## src/rtl/pipeline_ctrl.sv

```systemverilog
// Pipeline sequencing controller: debug run/step/halt, end-of-program drain and
// hazard-driven stage enables/flushes. Optional cycle counter under PIPE_CTRL_CYCLE_CNT_EN.
module pipeline_ctrl #(
    parameter int DRAIN_CYCLES = 4,
    parameter int NB_CNT       = 32
) (
    input  logic              clk,
    input  logic              i_rst_n,
    input  logic              i_run,
    input  logic              i_step,
    input  logic              i_halt_req,
    input  logic              i_end_prog,
    input  logic              i_dmem_wait,
    input  logic              i_load_use,
    input  logic              i_branch_taken,
    output logic              o_pc_en,
    output logic              o_if_id_en,
    output logic              o_id_ex_en,
    output logic              o_ex_mem_en,
    output logic              o_mem_wb_en,
    output logic              o_if_id_flush,
    output logic              o_id_ex_flush,
    output logic [1:0]        o_state,
    output logic              o_done,
    output logic [NB_CNT-1:0] o_cycle_cnt
);

    // state    | meaning
    // ST_HALT  | pipeline stopped, waiting for a debug command
    // ST_RUN   | free running until halt request or end of program
    // ST_STEP  | one non-frozen pipeline cycle, then back to halt
    // ST_DRAIN | front end frozen, back end retires the last instructions
    typedef enum logic [1:0] {
        ST_HALT  = 2'd0,
        ST_RUN   = 2'd1,
        ST_STEP  = 2'd2,
        ST_DRAIN = 2'd3
    } state_t;

    localparam int NB_DRAIN = (DRAIN_CYCLES < 2) ? 1 : $clog2(DRAIN_CYCLES + 1);
    localparam logic [NB_DRAIN-1:0] DRAIN_LOAD = NB_DRAIN'(DRAIN_CYCLES);

    state_t              state;
    logic [NB_DRAIN-1:0] drain_cnt;
    logic                done;
    logic                frozen;
    logic                drain_last;

    assign frozen     = (state != ST_HALT) && i_dmem_wait;
    // Treat a zero load like one so a degenerate DRAIN_CYCLES cannot wrap.
    assign drain_last = (drain_cnt <= NB_DRAIN'(1));

    always_ff @(posedge clk) begin
        if (!i_rst_n) begin
            state     <= ST_HALT;
            drain_cnt <= '0;
            done      <= 1'b0;
        end else begin
            case (state)
                ST_HALT: begin
                    if (!done) begin
                        if (i_run) begin
                            state <= ST_RUN;
                        end else if (i_step) begin
                            state <= ST_STEP;
                        end
                    end
                end
                ST_RUN: begin
                    if (i_end_prog && !frozen) begin
                        state     <= ST_DRAIN;
                        drain_cnt <= DRAIN_LOAD;
                    end else if (i_halt_req) begin
                        state <= ST_HALT;
                    end
                end
                ST_STEP: begin
                    if (!frozen) begin
                        if (i_end_prog) begin
                            state     <= ST_DRAIN;
                            drain_cnt <= DRAIN_LOAD;
                        end else begin
                            state <= ST_HALT;
                        end
                    end
                end
                ST_DRAIN: begin
                    if (!frozen) begin
                        if (drain_last) begin
                            state     <= ST_HALT;
                            drain_cnt <= '0;
                            done      <= 1'b1;
                        end else begin
                            drain_cnt <= drain_cnt - NB_DRAIN'(1);
                        end
                    end
                end
                default: begin
                    state <= ST_HALT;
                end
            endcase
        end
    end

    // Enables and flushes follow the registered state and the live hazard inputs.
    always_comb begin
        o_pc_en       = 1'b0;
        o_if_id_en    = 1'b0;
        o_id_ex_en    = 1'b0;
        o_ex_mem_en   = 1'b0;
        o_mem_wb_en   = 1'b0;
        o_if_id_flush = 1'b0;
        o_id_ex_flush = 1'b0;
        if (i_rst_n && !i_dmem_wait) begin
            case (state)
                ST_RUN, ST_STEP: begin
                    o_pc_en     = 1'b1;
                    o_if_id_en  = 1'b1;
                    o_id_ex_en  = 1'b1;
                    o_ex_mem_en = 1'b1;
                    o_mem_wb_en = 1'b1;
                    if (i_branch_taken) begin
                        o_if_id_flush = 1'b1;
                        o_id_ex_flush = 1'b1;
                    end else if (i_load_use) begin
                        o_pc_en       = 1'b0;
                        o_if_id_en    = 1'b0;
                        o_id_ex_flush = 1'b1;
                    end
                end
                ST_DRAIN: begin
                    o_id_ex_en    = 1'b1;
                    o_id_ex_flush = 1'b1;
                    o_ex_mem_en   = 1'b1;
                    o_mem_wb_en   = 1'b1;
                end
                default: begin
                end
            endcase
        end
    end

    assign o_state = state;
    assign o_done  = done;

`ifdef PIPE_CTRL_CYCLE_CNT_EN
    logic [NB_CNT-1:0] cycle_cnt;

    always_ff @(posedge clk) begin
        if (!i_rst_n) begin
            cycle_cnt <= '0;
        end else if (o_ex_mem_en && !(&cycle_cnt)) begin
            cycle_cnt <= cycle_cnt + NB_CNT'(1);
        end
    end

    assign o_cycle_cnt = cycle_cnt;
`else
    assign o_cycle_cnt = '0;
`endif

endmodule

```

## config.mk

```make
export PLATFORM = sky130hd
export DESIGN_NAME = pipeline_ctrl
export DESIGN_NICKNAME = d
export VERILOG_FILES = /design/src/rtl/pipeline_ctrl.sv
export SDC_FILE = /design/constraint.sdc
export NUM_CORES = 1
export LEC_CHECK = 0
export ABC_AREA = 1
export BUFFER_PORTS_ARGS = -buffer_cell sky130_fd_sc_hd__buf_2
export CORE_ASPECT_RATIO = 0.6
export CORE_MARGIN = 1.5
export CORE_UTILIZATION = 35
export DETAILED_ROUTE_END_ITERATION = 7
export GPL_ROUTABILITY_DRIVEN = 0
export GPL_TIMING_DRIVEN = 1
export PLACE_DENSITY = 0.79
export SLEW_MARGIN = 20
export SYNTH_ARGS = -nofsm -noshare
export SYNTH_HDL_FRONTEND = slang
export SYNTH_SLANG_ARGS = --single-unit
export TNS_END_PERCENT = 50
```

## constraint.sdc

```tcl
create_clock -name clk -period 1.7 [get_ports clk]
set_input_delay 0.255 -clock clk [delete_from_list [all_inputs] [get_ports clk]]
set_output_delay 0.255 -clock clk [all_outputs]
set_load 0.01 [all_outputs]
```

==> flow_summary.yaml <==
setup_path:
  worst_setup_path_end_kind: "primary output"
  rrSetupSlack_ns: 0.25
  required_ns: 1.44
  startpoint: "o_state[0]$_SDFFE_PN0P_"
  reg2reg_to: "o_state[1]$_SDFFE_PN0P_"
  crit_type: "flop to primary output"
  worst-path-max-fanout: 6
  crit-reg2reg-launch: "o_state[0]$_SDFFE_PN0P_"
  arrival_ns: 1.37
  ff2ff_path_depth: 11
  critPathLaunchType: "flop"
  setup.worst_path.end: "o_id_ex_flush"
place:
  dp_hpwl_um: 1180
  io_buffer_count: 18
timing:
  rsz0062_at_grt: "false"
  whs_ns: 0.300
  clock.fmax_ghz: 0.617
  finClkSkew_ns: 0.00121
  slew_violations: 0
  post-route-min-period_ns: 1.62
  hold_viol: 0
  fin_crit_sh: 0.953
  setup_violations: 0
  setup_tns_ns: 0
power_and_ir_drop:
  p_int_mw: 0.585
  p_leak_nw: 0.499
  power_frac_comb: 0.603
  power_density_mw_per_mm2: 1370
  power_mw: 1.13
  seqPwrFrac: 0.210
  ir_worst_vdd_mv: 0.687
  sw_frac_of_total: 0.484
  p_switching_mw: 0.549
  power_frac_clock: 0.187
route:
  antenna_left: 0
  drt-total-wl_um: 1440
  via_per_inst: 3.70
  drc_errors: 0
  firstDrtPassIters: 4
  vias: 626
  post_drt_wl_per_cell_um: 8.50
  drtIter0Drc: 25
global_routing:
  first_global_vias: 506
  grt_use_total: 0.125
  grt_max_degree: 7
  overflow: 0
  grt_pass1_wl_um: 2250
  antenna_found_initial: 0
outcome:
  outcome: "completed"
synthesis:
  syn_inst: 122
  synth-seq-cells: 6
  yosysSeqAreaShare: 0.153
  synth_compound_area_frac: 0.0669
  synth_xor_area_frac: 0
  synth_top_area_share: 0.334
  yosys.area_share.simple: 0.269
  synth.area.top_cells: "buf_4, dfxtp_1, ha_1, nand2_1, inv_1"
  synthMuxAreaShare: 0
  synth_top_area_cell: "buf_4"
  syn_area_um2: 786
  synth-adder-area-share: 0.0955
  avgSynthCellArea_um2: 6.44
  yosysWarnings: 0
  synth_top_family_by_area: "buffers and inverters"
  yosysUniqueCellTypes: 19
cells_and_area:
  drive_above_1_share: 0.245
  diodes: 0
  area_growth_pct: 5.25
  fin_nets: 156
clocking:
  clockBufferDepth: 2
  root_buffer: "clkbuf_8"
  clkLatencyLatePin_ns: 0.22
  cts_tree: "built"
  cts_made_buffers: 3
  clk_pin_slew_worst_paths_ns: 0.04
  htreeDepth: 1
  clock_sinks: 6
floorplan:
  rows: 13
  die_y_um: 39.7
  ioPinCount: 51
  core_mm2: 0.00215
  die_w_um: 64.2
  start_util: 0.366
  die_area_mm2: 0.00255
flow_run:
  maxCapViolations: 0
min_path:
  hold_class: "primary input to flop"
==> metal layers <==
layer / vias up / GRT usage / part of all wire
li1: 339 / - / -
met1: 262 / 0.153 / 0.50
met2: 25 / 0.195 / 0.43
met3: 0 / 0.0374 / 0.065
met4: 0 / 0.0798 / 0
met5: - / 0 / 0
==> power by group through the flow <==
stage               combinational, mW  clock (mW)  sequential (mW)
floorplan                       0.549           0            0.229
global placement                0.650           0            0.218
detailed placement              0.647           0            0.226
CTS                             0.681       0.217            0.229
global route                    0.777       0.227            0.245
finish                          0.683       0.212            0.238
==> how the worst min path moves through the flow <==
| stage | start | depth (start not counted) | endpoint | slack, ns |
|---|---|---|---|---|
| global route | i_rst_n | 3 | o_state[0]$_SDFFE_PN0P_ | 0.32 |
| finish | i_rst_n | 3 | o_state[0]$_SDFFE_PN0P_ | 0.30 |
| CTS | i_rst_n | 3 | o_state[0]$_SDFFE_PN0P_ | 0.30 |
| global placement | o_done$_SDFFE_PN0P_ | 2 | o_done$_SDFFE_PN0P_ | 0.47 |
| floorplan | i_rst_n | 2 | o_state[0]$_SDFFE_PN0P_ | 0.38 |
| detailed placement | o_done$_SDFFE_PN0P_ | 2 | o_done$_SDFFE_PN0P_ | 0.48 |
==> state kept, by name, summed over array words and instances, names as in the netlist <==
| name | count |
|---|---|
| drain_cnt | 3 |
| o_done | 1 |
| o_state | 2 |
==> what timing repair did <==
action / CTS / global route
endpoints found under the setup margin: 6 / 2
pin swaps: 1 / 0
hold buffers: 0 / 0
setup buffers: 0 / 0
gates resized for setup: 4 / 3
==> placed cells by master, fill, tap and decap left out <==
cell type,n
nor3_2,2
a21oi_2,1
o21ai_0,4
nor3_1,1
ha_2,1
conb_1,32
inv_1,14
or2_0,1
o21bai_1,1
clkbuf_8,3
nand2_1,20
nand4_1,1
inv_2,2
dfxtp_1,4
buf_2,18
nor2_1,14
dfxtp_4,2
nor2_2,1
a21oi_1,3
ha_1,5
nand2_2,4
nand3_1,4
o21ai_1,1
==> cell type report <==
cell class / count / area (µm²)
clock buffers: 3 / 41.3
fillers: 244 / 1320
inverters: 16 / 60.1
multi-input cells: 96 / 470
flip-flops and latches: 6 / 128
well taps: 30 / 37.5
repair buffers: 18 / 90.1
==> metrics by stage <==
stage                      util  worst slack (ns)  std cells  area [µm²]
final                     0.385            0.0795        169         827
after global routing      0.385           0.00485        169         827
after CTS                 0.381            0.0259        169         818
after detailed placement  0.357            0.0635        166         767
after global placement    0.357             0.190        166         767
after floorplan               -            0.0131        153         902
==> logic make-up (layout without fill, tap and decap cells) <==
kind of cell               Yosys count  in the layout
other                                1             32
AOI/OAI and AO/OA                   10             10
adders and majority gates            6              6
and+or+nand+nor                     48             48
buffers and inverters               51             37
DFF                                  6              6
==> Yosys cell counts, drive strengths merged <==
library cell	count
a21oi	4
buf	35
conb	1
dfxtp	6
ha	6
inv	16
nand2	24
nand3	4
nand4	1
nor2	15
nor3	3
o21ai	5
o21bai	1
or2	1
==> critical path, stage by stage (launching register included) <==
cell and delay [ns]:
dfxtp_4 0.36, inv_1 0.07, ha_2 0.23, nor3_2 0.23
nand2_1 0.08, inv_1 0.05, buf_2 0.12
Power figures use the tool's default switching activity.
